===== config.mk =====
export PLATFORM = sky130hd
export DESIGN_NAME = morse_decoder
export DESIGN_NICKNAME = d
export VERILOG_FILES = /design/src/rtl/morse_decoder.sv
export SDC_FILE = /design/constraint.sdc
export NUM_CORES = 1
export LEC_CHECK = 0
export ABC_AREA = 1
export ABC_CLOCK_PERIOD_IN_PS = 2200
export CAP_MARGIN = 20
export CORE_ASPECT_RATIO = 1.4
export CORE_UTILIZATION = 53
export CTS_BUF_LIST = sky130_fd_sc_hd__clkbuf_8 sky130_fd_sc_hd__clkbuf_16
export DETAILED_ROUTE_END_ITERATION = 8
export PLACE_DENSITY_LB_ADDON = 0.3
export SETUP_SLACK_MARGIN = 0.15
export SKIP_CTS_REPAIR_TIMING = 1
export SLEW_MARGIN = 5
export SYNTH_ARGS = -nofsm -noshare
export SYNTH_HDL_FRONTEND = slang
export SYNTH_SLANG_ARGS = --single-unit

===== constraint.sdc =====
create_clock -name clk -period 2.2 [get_ports clk]
set_input_delay 0.22 -clock clk [delete_from_list [all_inputs] [get_ports clk]]
set_output_delay 0.22 -clock clk [all_outputs]
set_load 0.01 [all_outputs]

===== src/rtl/morse_decoder.sv =====
// Morse character decoder: packed dot/dash code -> ASCII, buffered in a show-ahead FIFO.
// Define MORSE_DECODER_SPACE_EN to insert 0x20 on inter-word gaps; otherwise interword is ignored.
module morse_decoder #(
  parameter int DEPTH = 8
) (
  input  logic       clk,
  input  logic       reset,
  input  logic [9:0] code_in,
  input  logic       code_valid,
  input  logic       interword,
  output logic [7:0] out_data,
  output logic       out_valid,
  input  logic       out_ready,
  output logic       full,
  output logic       err,
  output logic       lost
);

`ifdef MORSE_DECODER_SPACE_EN
  localparam bit SpaceEn = 1'b1;
`else
  localparam bit SpaceEn = 1'b0;
`endif

  localparam int AW = (DEPTH > 1) ? $clog2(DEPTH) : 1;
  localparam logic [AW-1:0] PtrOne = AW'(1);
  localparam logic [AW:0]   CntOne = (AW+1)'(1);
  localparam logic [AW:0]   CntMax = (AW+1)'(DEPTH);

  localparam logic [1:0] S_IDLE       = 2'd0;
  localparam logic [1:0] S_DECODE     = 2'd1;
  localparam logic [1:0] S_PUSH_CHAR  = 2'd2;
  localparam logic [1:0] S_PUSH_SPACE = 2'd3;

  if (DEPTH < 2 || DEPTH > 64 || (DEPTH & (DEPTH - 1)) != 0) begin : g_bad_depth
    $error("morse_decoder: DEPTH must be a power of two in 2..64");
  end

  // Any code not listed (invalid slot layout or unmapped pattern) falls to '?' with bad=1.
  function automatic logic [8:0] lookup(input logic [9:0] c);
    logic       bad;
    logic [7:0] ch;
    bad = 1'b0;
    ch  = 8'h3F;
    case (c)
      10'h009: ch = 8'h41; // A .-
      10'h056: ch = 8'h42; // B -...
      10'h066: ch = 8'h43; // C -.-.
      10'h016: ch = 8'h44; // D -..
      10'h001: ch = 8'h45; // E .
      10'h065: ch = 8'h46; // F ..-.
      10'h01A: ch = 8'h47; // G --.
      10'h055: ch = 8'h48; // H ....
      10'h005: ch = 8'h49; // I ..
      10'h0A9: ch = 8'h4A; // J .---
      10'h026: ch = 8'h4B; // K -.-
      10'h059: ch = 8'h4C; // L .-..
      10'h00A: ch = 8'h4D; // M --
      10'h006: ch = 8'h4E; // N -.
      10'h02A: ch = 8'h4F; // O ---
      10'h069: ch = 8'h50; // P .--.
      10'h09A: ch = 8'h51; // Q --.-
      10'h019: ch = 8'h52; // R .-.
      10'h015: ch = 8'h53; // S ...
      10'h002: ch = 8'h54; // T -
      10'h025: ch = 8'h55; // U ..-
      10'h095: ch = 8'h56; // V ...-
      10'h029: ch = 8'h57; // W .--
      10'h096: ch = 8'h58; // X -..-
      10'h0A6: ch = 8'h59; // Y -.--
      10'h05A: ch = 8'h5A; // Z --..
      10'h2AA: ch = 8'h30; // 0 -----
      10'h2A9: ch = 8'h31; // 1 .----
      10'h2A5: ch = 8'h32; // 2 ..---
      10'h295: ch = 8'h33; // 3 ...--
      10'h255: ch = 8'h34; // 4 ....-
      10'h155: ch = 8'h35; // 5 .....
      10'h156: ch = 8'h36; // 6 -....
      10'h15A: ch = 8'h37; // 7 --...
      10'h16A: ch = 8'h38; // 8 ---..
      10'h1AA: ch = 8'h39; // 9 ----.
      default: bad = 1'b1;
    endcase
    return {bad, ch};
  endfunction

  logic [1:0]    state_q, state_d;
  logic [9:0]    code_q, code_d;
  logic [7:0]    char_q, char_d;
  logic          err_q, err_d;
  logic          lost_q, lost_d;
  logic          space_pend_q, space_pend_d;
  logic          pushed_any_q, pushed_any_d;
  logic          last_sp_q, last_sp_d;
  logic [AW-1:0] wr_ptr_q, wr_ptr_d;
  logic [AW-1:0] rd_ptr_q, rd_ptr_d;
  logic [AW:0]   count_q, count_d;
  logic [7:0]    mem_q [DEPTH];

  logic          lut_bad;
  logic [7:0]    lut_ch;
  logic          push_req;
  logic [7:0]    push_data;
  logic          in_drop;
  logic          pop, wr_en, push_lost;
  logic          char_inflight, space_ok;

  assign {lut_bad, lut_ch} = lookup(code_q);

  always_comb begin
    state_d   = state_q;
    code_d    = code_q;
    char_d    = char_q;
    err_d     = err_q;
    push_req  = 1'b0;
    push_data = char_q;
    case (state_q)
      S_IDLE: begin
        if (code_valid) begin
          code_d  = code_in;
          state_d = S_DECODE;
        end else if (space_pend_q) begin
          state_d = S_PUSH_SPACE;
        end
      end
      S_DECODE: begin
        char_d  = lut_ch;
        err_d   = err_q | lut_bad;
        state_d = S_PUSH_CHAR;
      end
      S_PUSH_CHAR: begin
        push_req  = 1'b1;
        push_data = char_q;
        state_d   = S_IDLE;
      end
      S_PUSH_SPACE: begin
        push_req  = 1'b1;
        push_data = 8'h20;
        state_d   = S_IDLE;
      end
      default: state_d = S_IDLE;
    endcase
  end

  assign in_drop = code_valid && (state_q != S_IDLE);

  // A gap is worth a space only if a non-space char precedes it; a char still in flight counts.
  assign char_inflight = (state_q == S_IDLE && code_valid) || (state_q == S_DECODE) ||
                         (state_q == S_PUSH_CHAR);
  assign space_ok      = char_inflight ||
                         (pushed_any_q && !last_sp_q && state_q != S_PUSH_SPACE);

  always_comb begin
    space_pend_d = space_pend_q;
    pushed_any_d = pushed_any_q;
    last_sp_d    = last_sp_q;
    if (SpaceEn && interword && space_ok) space_pend_d = 1'b1;
    if (state_q == S_PUSH_SPACE)          space_pend_d = 1'b0;
    if (push_req) begin
      pushed_any_d = 1'b1;
      last_sp_d    = (push_data == 8'h20);
    end
  end

  assign out_valid = (count_q != '0);
  assign full      = (count_q == CntMax);
  assign pop       = out_valid && out_ready;
  // Full with a same-cycle pop still has a free slot at the edge.
  assign wr_en     = push_req && (!full || pop);
  assign push_lost = push_req && full && !pop;
  assign lost_d    = lost_q | in_drop | push_lost;

  always_comb begin
    wr_ptr_d = wr_en ? wr_ptr_q + PtrOne : wr_ptr_q;
    rd_ptr_d = pop   ? rd_ptr_q + PtrOne : rd_ptr_q;
    count_d  = count_q;
    if (wr_en && !pop)      count_d = count_q + CntOne;
    else if (!wr_en && pop) count_d = count_q - CntOne;
  end

  always_ff @(posedge clk or posedge reset) begin
    if (reset) begin
      state_q      <= S_IDLE;
      code_q       <= '0;
      char_q       <= '0;
      err_q        <= 1'b0;
      lost_q       <= 1'b0;
      space_pend_q <= 1'b0;
      pushed_any_q <= 1'b0;
      last_sp_q    <= 1'b0;
      wr_ptr_q     <= '0;
      rd_ptr_q     <= '0;
      count_q      <= '0;
    end else begin
      state_q      <= state_d;
      code_q       <= code_d;
      char_q       <= char_d;
      err_q        <= err_d;
      lost_q       <= lost_d;
      space_pend_q <= space_pend_d;
      pushed_any_q <= pushed_any_d;
      last_sp_q    <= last_sp_d;
      wr_ptr_q     <= wr_ptr_d;
      rd_ptr_q     <= rd_ptr_d;
      count_q      <= count_d;
    end
  end

  always_ff @(posedge clk) begin
    if (wr_en) mem_q[wr_ptr_q] <= push_data;
  end

  // Gate the head with out_valid so an empty FIFO reads 0x00, including straight out of reset.
  assign out_data = out_valid ? mem_q[rd_ptr_q] : 8'h00;
  assign err      = err_q;
  assign lost     = lost_q;

endmodule

==> qor.csv, run 1 <==
metric,value,unit
grt_first_pass_wirelength,15620,um
clock_latency,360,ps
ctsLongestPathBuffers,2,
path_buf_inv,2,
grt_pass1_vias,3417,
htreeDepth,3,
intPower,3.795,mW
required,2430,ps
power.leakage,2.201,nW
synth-seq-cells,87,
ioPinCount,27,
numCtsBuffers,9,
hpwlAfterDp,7143,um
route.met2.wl,5285,um
root_buffer,clkbuf_8,
final_common_cell,nor2_1,
synth_cells,482,
swShare,36.54,%
clock_skew,11.95,ps
seq_area_frac_synth,56.83,%
yosysTopAreaCell,edfxtp_1,
drv_cap,0,
port_buffers,24,
die_area,8529,um^2
wl_met3,297,um
multiInputGateArea,1720,um^2
grt.overflow.total,0,
fillCellCount,657,
area_growth_syn_to_layout,20.25,%
final_cell_mix,"nor2_1, nand2_1, edfxtp_1",
final.period_utilization,98.97,%
p_sw,2.186,mW
synth.distinct_cells,38,
cts.sinks,87,
crit_path_end_kind,flip-flop,
wl_met1,3781,um
start_util,55.12,%
timing.final.ws_setup,22.73,ps
setup_viol,0,
die_h,108.9,um
fin_crit,2177,ps
grt_max_degree,32,
rsz0062_at_grt,true,
core,7845,um^2
nets,560,
vias_per_cell,5.376,
syn-cell-area,4324,um^2
fmaxAchievable,459.3,MHz
status,finished clean,
via_count,3462,
crit_arrival,2410,ps
synth.avg_cell_area,8.971,um^2
hold_viol_final,0,
synth_top_area_share,38.89,%
slew_headroom,56.46,%
hold_path_class,in2async,
drc,0,
place_congestion,0.9585,
drt-wirelength-per-cell,15.53,um
yosys-top-cells-area,"edfxtp_1, dfrtp_1, nor2_1",
comb_power_share,42.1,%
maxSlewViolCount,0,
cp_slowest_cell,dfrtp_2,
drive_above_1_share,18.20,%
cp.depth,13,
seqPwrFrac,38.6,%
pre_cts_ws,-5.276,ps
crit_fanout,3,
synthesis.nets,503,
ant_nets,0,
p_clk_share,19.4,%
worstSetupStartpointType,flip-flop,
first_pass_iters,4,
highest_layer,met4,
worst_pin_slew,650.7,ps
p_per_area,1150,nW/um^2
path_clk_slew,80,ps
rows,38,
p_total,5.981,mW
cts_tree,yes,
die_w,78.34,um
dr.first_iter.drc_count,168,
antenna_found_initial,0,
stdcell_count,644,
seq_area,2462,um^2
dp_cells,617,
reg2reg_depth,13,
wirelength,10000,um
diodes,0,
cp_slowest_stage_delay,430,ps
setup_tns,0,ps
critPathKind,reg2reg,
ys_warn_count,0,
path_delay_family,simple AND/OR/NAND/NOR gates,
crit_chain,nor4_4 -> nand2_1 -> nand2_2 -> inv_2 -> ha_4 -> inv_4 -> ha_4 -> a21o_1 -> a21oi_2 -> nor2_1 -> nor2_1 -> nand2_1 -> xor2_1,
peakVddDrop,0.0007580,V
grt_usage,24.83,%
-- state kept, by name (all words and copies together), names as in the netlist --
name	flops
mem_q	56
state_q	2
rd_ptr_q	3
code_q	10
char_q	7
wr_ptr_q	3
err	1
count_q	4
lost	1
-- layer usage --
metal,global-route usage (%),up-vias
met5,0,-
li1,-,1706
met3,3.515,42
met2,47.31,94
met1,23.50,1620
met4,19.44,0
-- cells in the mapped netlist --
cell type and instances:
clkbuf_1 10, nand2_4 1, nand3_1 14, dfrtp_1 31, nor4_1 1, mux2_2 1, a31oi_1 7, nand3_2 1
xnor2_1 2, nor2_1 111, inv_2 5, o21ai_0 53, a21oi_1 7, nor2_2 7, xor2_1 4, inv_1 35
conb_1 1, fa_1 1, nor3_1 1, buf_2 1, nor3_2 1, nand4_1 2, buf_4 1, nand3b_1 2
nand2_2 6, o211ai_1 1, a22oi_1 1, ha_1 5, a21o_1 1, o22ai_1 7, nand2_1 92, o21ai_2 1
edfxtp_1 56, o21bai_2 1, o21ai_1 1, a21oi_2 4, nor2_4 5, or2_2 1
-- worst reg2reg max path, stage by stage, from the launching register on --
cell and delay [ps]:
dfrtp_2 430, nor4_4 290, nand2_1 110, nand2_2 90
inv_2 50, ha_4 170, inv_4 70, ha_4 190
a21o_1 180, a21oi_2 130, nor2_1 60, nor2_1 100
nand2_1 70, xor2_1 140
-- per-stage QoR --
stage,hold slack (ps),util [%],area (um^2)
floorplan,323.4,-,4362
global placement,451.0,61.98,4862
detailed placement,455.2,61.98,4862
CTS,237.5,64.59,5067
global route,323.0,66.28,5200
finish,233.9,66.28,5200
-- worst paths after layout --
check / start / endpoint / slack, ps
worst max-delay path: count_q[0]$_DFFE_PP0P_ / count_q[3]$_DFFE_PP0P_ / 20
worst min-delay path: reset / code_q[3]$_DFFE_PP0P_ / 230
worst max register to register: count_q[0]$_DFFE_PP0P_ / count_q[3]$_DFFE_PP0P_ / 20
worst min register to register: lost$_DFF_PP0_ / lost$_DFF_PP0_ / 470
max in group asynchronous: reset / count_q[0]$_DFFE_PP0P_ / 1650
min in group clk: code_in[3] / code_q[3]$_DFFE_PP0P_ / 420
-- power by group through the flow --
| stage | registers [mW] | logic, mW | clock network [mW] |
|---|---|---|---|
| 2_1_floorplan | 2.30 | 1.47 | 0 |
| 3_3_place_gp | 2.32 | 2.28 | 0 |
| 3_5_place_dp | 2.34 | 2.34 | 0 |
| 4_1_cts | 2.31 | 2.35 | 1.18 |
| 5_1_grt | 2.34 | 2.80 | 1.23 |
| 6_report | 2.31 | 2.52 | 1.16 |
-- area by class of cell --
class                           count  area share, %
Sequential cell                    87          47.35
Timing Repair Buffer               58          10.27
Tap cell                          100          2.406
Inverter                           40          2.936
Multi-Input combinational cell    343          33.08
Clock inverter                      7          1.564
Clock buffer                        9          2.382
-- logic make-up after synthesis --
family | share of synthesized area (%)
AO/OA/AOI/OAI | 10.88
multiplexers | 0.2604
other | 0.08672
buffers and inverters | 4.630
XOR/XNOR | 1.215
flip-flops | 56.83
AND/OR/NAND/NOR | 24.19
adder cells (fa/ha/maj) | 1.910
Note: power is estimated with default switching activity, not from simulation.
==> inputs of run 2 (changes only) <==
GPL_TIMING_DRIVEN = 0   (was unset)
==> run 2 against run 1 <==
Effect of this change: the run now ends with negative setup slack left; non-clock buffer count decreased by 12; routed wire length down 0.56%; hold slack improved by 33 ps; clock skew shrank 6.2 ps; clock power decreased by 17%; power down 4.0%; worst setup slack got worse by 37 ps; register-to-register slack worse by 40 ps; sequential cell count unchanged; critical endpoint unchanged.
==> qor.csv, run 2 (synthesis gave the netlist of run 1 again) <==
metric,value,unit,change
status,finished with violations,,
violations,negative setup slack,,
timing.final.ws_setup,-13.89,ps,-36.63 ps
critPathKind,reg2reg,,
rsz0062_at_grt,true,,
numCtsBuffers,9,,unchanged
grt_max_degree,18,,-44%
drc,0,,unchanged
crit_path_end_kind,flip-flop,,
fmaxAchievable,451.7,MHz,-1.7%
p_total,5.740,mW,-4.0%
ant_nets,0,,unchanged
ctsLongestPathBuffers,2,,unchanged
via_count,3402,,-1.7%
placed_cell_area,4755,um^2,-2.2%
cts_tree,yes,,
antenna_found_initial,0,,unchanged
rrSetupSlack,-10,ps,-40 ps
grt_first_pass_wirelength,15770,um,+0.93%
crit_arrival,2450,ps,+40 ps
maxSlewViolCount,0,,unchanged
diodes,0,,unchanged
r2r-end,count_q[3]$_DFFE_PP0P_,,
holdWs,266.6,ps,+32.67 ps
ioPinCount,27,,unchanged
wirelength,9945,um,-0.56%
required,2440,ps,about the same
grt_usage,25.42,%,+0.60 points
reg2reg_depth,13,,unchanged
drt-wirelength-per-cell,15.74,um,+1.3%
grt.overflow.total,0,,unchanged
root_buffer,clkbuf_8,,
core,7845,um^2,unchanged
final.period_utilization,100.6,%,+1.7 points
port_buffers,24,,unchanged
peakVddDrop,0.0006047,V,-20%
die_h,108.9,um,unchanged
timing.rr.start,count_q[0]$_DFFE_PP0P_,,
clock_latency,350,ps,about the same
place_congestion,0.9650,,+0.68%
fillCellCount,654,,-0.46%
crit_fanout,3,,unchanged
fin_crit,2214,ps,+36.63 ps
drv_cap,0,,unchanged
grt_pass1_vias,3260,,-4.6%
slew_headroom,53.52,%,-2.9 points
hpwlAfterDp,7322,um,+2.5%
p_per_area,1131,nW/um^2,-1.7%
drive_above_1_share,16.92,%,-1.3 points
worst_pin_slew,694.7,ps,+43.92 ps
rows,38,,unchanged
finalInstanceArea,5076,um^2,-2.4%
top_regs,"mem_q (56), code_q (10), char_q (7)",,
cts.sinks,87,,unchanged
dr.first_iter.drc_count,172,,+2.4%
top_register,mem_q,,
final_common_cell,nor2_1,,
die_area,8529,um^2,unchanged
power.leakage,2.087,nW,-5.2%
final_cell_mix,"nor2_1, nand2_1, edfxtp_1",,
vias_per_cell,5.383,,+0.13%
htreeDepth,3,,unchanged
path_clk_slew,80,ps,about the same
hold_viol_final,0,,unchanged
setup_viol,1,,+1
die_w,78.34,um,unchanged
worstSetupStartpointType,flip-flop,,
first_pass_iters,4,,unchanged
worstSetupStartpoint,count_q[0]$_DFFE_PP0P_,,
clock_skew,5.778,ps,-6.170 ps
start_util,55.12,%,unchanged
nets,548,,-2.1%
hold_path_class,in2async,,
area_growth_syn_to_layout,17.39,%,
largest_reg_flops,56,,unchanged
run 2: changes by cell type in the layout (fill, tap and decap cells not counted), sizes merged:
cell,change
clkinvlp,+2
bufinv,-2
clkdlybuf4s50,+1
inv,-1
clkbuf,+3
buf,-15
run 2: worst max-delay path, cell delays in order, from the launching register on:
cell and delay (ps):
dfrtp_2 430, nor4_4 330, nand2_1 100, nand2_2 100, inv_4 40, ha_4 160
inv_4 70, ha_4 190, a21o_1 160, a21oi_2 140, nor2_1 50, nor2_1 90
nand2_1 80, xor2_1 140
run 2: metal layers:
metal  GRT usage, %  part of all wire [%]  vias to the layer above
met5              0                     0                        -
met4          15.08                   3.8                        0
met3          3.849                   2.8                       25
met2          48.87                    57                       77
met1          25.56                    37                     1613
li1               -                     -                     1687
run 2: how the worst max path moves through the flow:
stage	cells past startpoint	to	slack, ps
final	13	count_q[3]$_DFFE_PP0P_	-10
after global routing	13	count_q[3]$_DFFE_PP0P_	-150
after CTS	7	out_data[5]	-720
after detailed placement	7	out_data[5]	-310
after global placement	7	out_data[5]	-260
after floorplan	13	count_q[3]$_DFFE_PP0P_	10
run 2: metrics by stage:
step                TNS (ps)  setup slack [ps]  utilization [%]  std cells
global route          -145.4            -145.4            64.70        632
floorplan                  0             14.62                -        482
finish                -13.89            -13.89            64.70        632
global placement       -1370            -259.1            60.26        606
detailed placement     -1879            -313.7            60.61        607
CTS                    -4571            -715.2            62.76        623
run 2: power breakdown:
part / switching [mW] / internal (mW) / total (mW)
Combinational: 1.51 / 0.964 / 2.47
Sequential: 0.183 / 2.12 / 2.30
Clock: 0.538 / 0.427 / 0.965
Total: 2.23 / 3.51 / 5.74
run 2: cell type report:
class	count	area, um^2	area share (%)
Inverter	40	157.7	3.106
Timing Repair Buffer	34	332.8	6.557
Multi-Input combinational cell	343	1735	34.19
Sequential cell	87	2461	48.48
Buffer	12	95.09	1.873
Clock buffer	10	137.6	2.711
Clock inverter	6	31.28	0.6162
Tap cell	100	125.1	2.465
==> inputs of run 3 (changes only) <==
SETUP_SLACK_MARGIN = unset   (was 0.15)
==> run 3 against run 2 <==
Effect of this change: the run still ends with negative setup slack left; non-clock buffer count grew 2; clock power up 13%; sequential share of layout area shrank 0.60 points; clock skew about the same; die area unchanged; utilization is 0.85 points higher; hold slack got worse by 97 ps; count of clock-buffer cells in the layout is 1 lower; largest cell class unchanged; largest power group unchanged; highest routed layer unchanged.
==> qor.csv, run 3 (synthesis gave the netlist of run 1 again) <==
metric,value,unit,change
status,finished with violations,,
violations,negative setup slack,,
rrSetupSlack,-80,ps,-70 ps
drive_above_1_share,15.92,%,-1.0 points
critPathKind,reg2reg,,
path_clk_slew,90,ps,about the same
worstSetupStartpoint,count_q[0]$_DFFE_PP0P_,,
crit_path_end_kind,flip-flop,,
crit_arrival,2530,ps,+80 ps
top_register,mem_q,,
hold_viol_final,0,,unchanged
die_w,78.34,um,unchanged
drv_cap,0,,unchanged
place_congestion,0.9672,,+0.23%
power.leakage,2.131,nW,+2.1%
ctsLongestPathBuffers,2,,unchanged
placed_cell_area,4755,um^2,unchanged
finalInstanceArea,5142,um^2,+1.3%
peakVddDrop,0.0006860,V,+13%
timing.final.ws_setup,-80.40,ps,-66.51 ps
worstSetupStartpointType,flip-flop,,
required,2450,ps,about the same
rsz0062_at_grt,true,,
p_per_area,1150,nW/um^2,+1.7%
grt_first_pass_wirelength,15900,um,+0.83%
hold_path_class,in2async,,
fin_crit,2280,ps,+66.51 ps
grt_usage,25.64,%,+0.21 points
final_common_cell,nor2_1,,
core,7845,um^2,unchanged
r2r-end,count_q[3]$_DFFE_PP0P_,,
final.period_utilization,103.7,%,+3.0 points
drc,0,,unchanged
die_h,108.9,um,unchanged
cts_tree,yes,,
htreeDepth,3,,unchanged
die_area,8529,um^2,unchanged
grt_pass1_vias,3329,,+2.1%
grt.overflow.total,0,,unchanged
antenna_found_initial,0,,unchanged
pre_cts_ws,-340.7,ps,-26.99 ps
diodes,0,,unchanged
slew_headroom,48.42,%,-5.1 points
ant_nets,0,,unchanged
port_buffers,24,,unchanged
dr.first_iter.drc_count,248,,+44%
root_buffer,clkbuf_8,,
dp_cells,607,,unchanged
worst_pin_slew,770.9,ps,+76.24 ps
grt_max_degree,23,,+5
area_growth_syn_to_layout,18.92,%,
start_util,55.12,%,unchanged
nets,550,,+0.36%
maxSlewViolCount,0,,unchanged
via_count,3399,,-0.088%
rows,38,,unchanged
clock_skew,6.177,ps,+0.3989 ps
wirelength,10100,um,+1.5%
final_cell_mix,"nor2_1, nand2_1, edfxtp_1",,
largest_reg_flops,56,,unchanged
p_total,5.912,mW,+3.0%
hpwlAfterDp,7354,um,+0.44%
first_pass_iters,4,,unchanged
stdcell_count,634,,+0.32%
numCtsBuffers,9,,unchanged
crit_fanout,3,,unchanged
vias_per_cell,5.361,,-0.40%
cts.sinks,87,,unchanged
reg2reg_depth,13,,unchanged
clock_latency,360,ps,about the same
top_regs,"mem_q (56), code_q (10), char_q (7)",,
drt-wirelength-per-cell,15.93,um,+1.2%
timing.rr.start,count_q[0]$_DFFE_PP0P_,,
setup_viol,1,,unchanged
crit_end,count_q[3]$_DFFE_PP0P_,,
ioPinCount,27,,unchanged
fmaxAchievable,438.5,MHz,-2.9%
==> run 3: changes by cell type in the layout (fill, tap and decap cells not counted), moves of 2 or more <==
cell            change
nor2_1              +5
nor2_2              -5
o21ai_0             +5
o21ai_1             -5
clkbuf_2            -2
clkbuf_4            +2
dlymetal6s2s_1      +2
==> run 3: how the worst min path moves through the flow <==
stage	endpoint	cells after the start	slack (ps)
after floorplan	char_q[0]$_DFFE_PP0N_	1	320
after global placement	lost$_DFF_PP0_	2	450
after detailed placement	err$_DFFE_PP0N_	1	460
after CTS	code_q[8]$_DFFE_PP0P_	2	170
after global routing	lost$_DFF_PP0_	2	210
final	code_q[7]$_DFFE_PP0P_	2	170
==> run 3: area by class of cell <==
type	instances	area [um^2]
inverter	40	155.1
tap	100	125.1
clock inverter	7	65.06
sequential	87	2462
clock buffer	9	123.9
timing repair buffer	36	380.4
fill	661	2703
buffer	12	95.09
multi-input combinational	343	1735
==> run 3: per-stage QoR <==
stage / utilization, % / hold WS [ps] / TNS [ps]
floorplan: - / 323.4 / 0
global placement: 60.26 / 453.1 / -1281
detailed placement: 60.61 / 460.0 / -1987
CTS: 63.01 / 167.7 / -4510
global route: 65.55 / 211.6 / -211.0
finish: 65.55 / 169.9 / -80.40
==> run 3: per-layer routing <==
| metal | wire length, um | vias up | track usage, % | share of wire [%] |
|---|---|---|---|---|
| met2 | 5641 | 90 | 50.19 | 56 |
| met4 | 363 | 0 | 13.89 | 3.6 |
| met1 | 3763 | 1593 | 25.26 | 37 |
| met3 | 330 | 23 | 4.268 | 3.3 |
| met5 | 0 | - | 0 | 0 |
| li1 | - | 1693 | - | - |
==> run 3: critical path: stages, from the launching register on <==
cell and delay, ps:
dfrtp_2 440, nor4_4 330, nand2_1 120, nand2_2 110, inv_4 50, ha_4 170, inv_4 70, ha_4 180
a21o_1 180, a21oi_2 130, nor2_1 60, nor2_1 100, nand2_1 80, xor2_1 140
==> run 3: power breakdown <==
group	switching (mW)	internal (mW)	leakage, nW
Combinational	1.48	1.02	1.20
Clock	0.575	0.515	0.0917
Sequential	0.200	2.12	0.837
Total	2.25	3.66	2.13
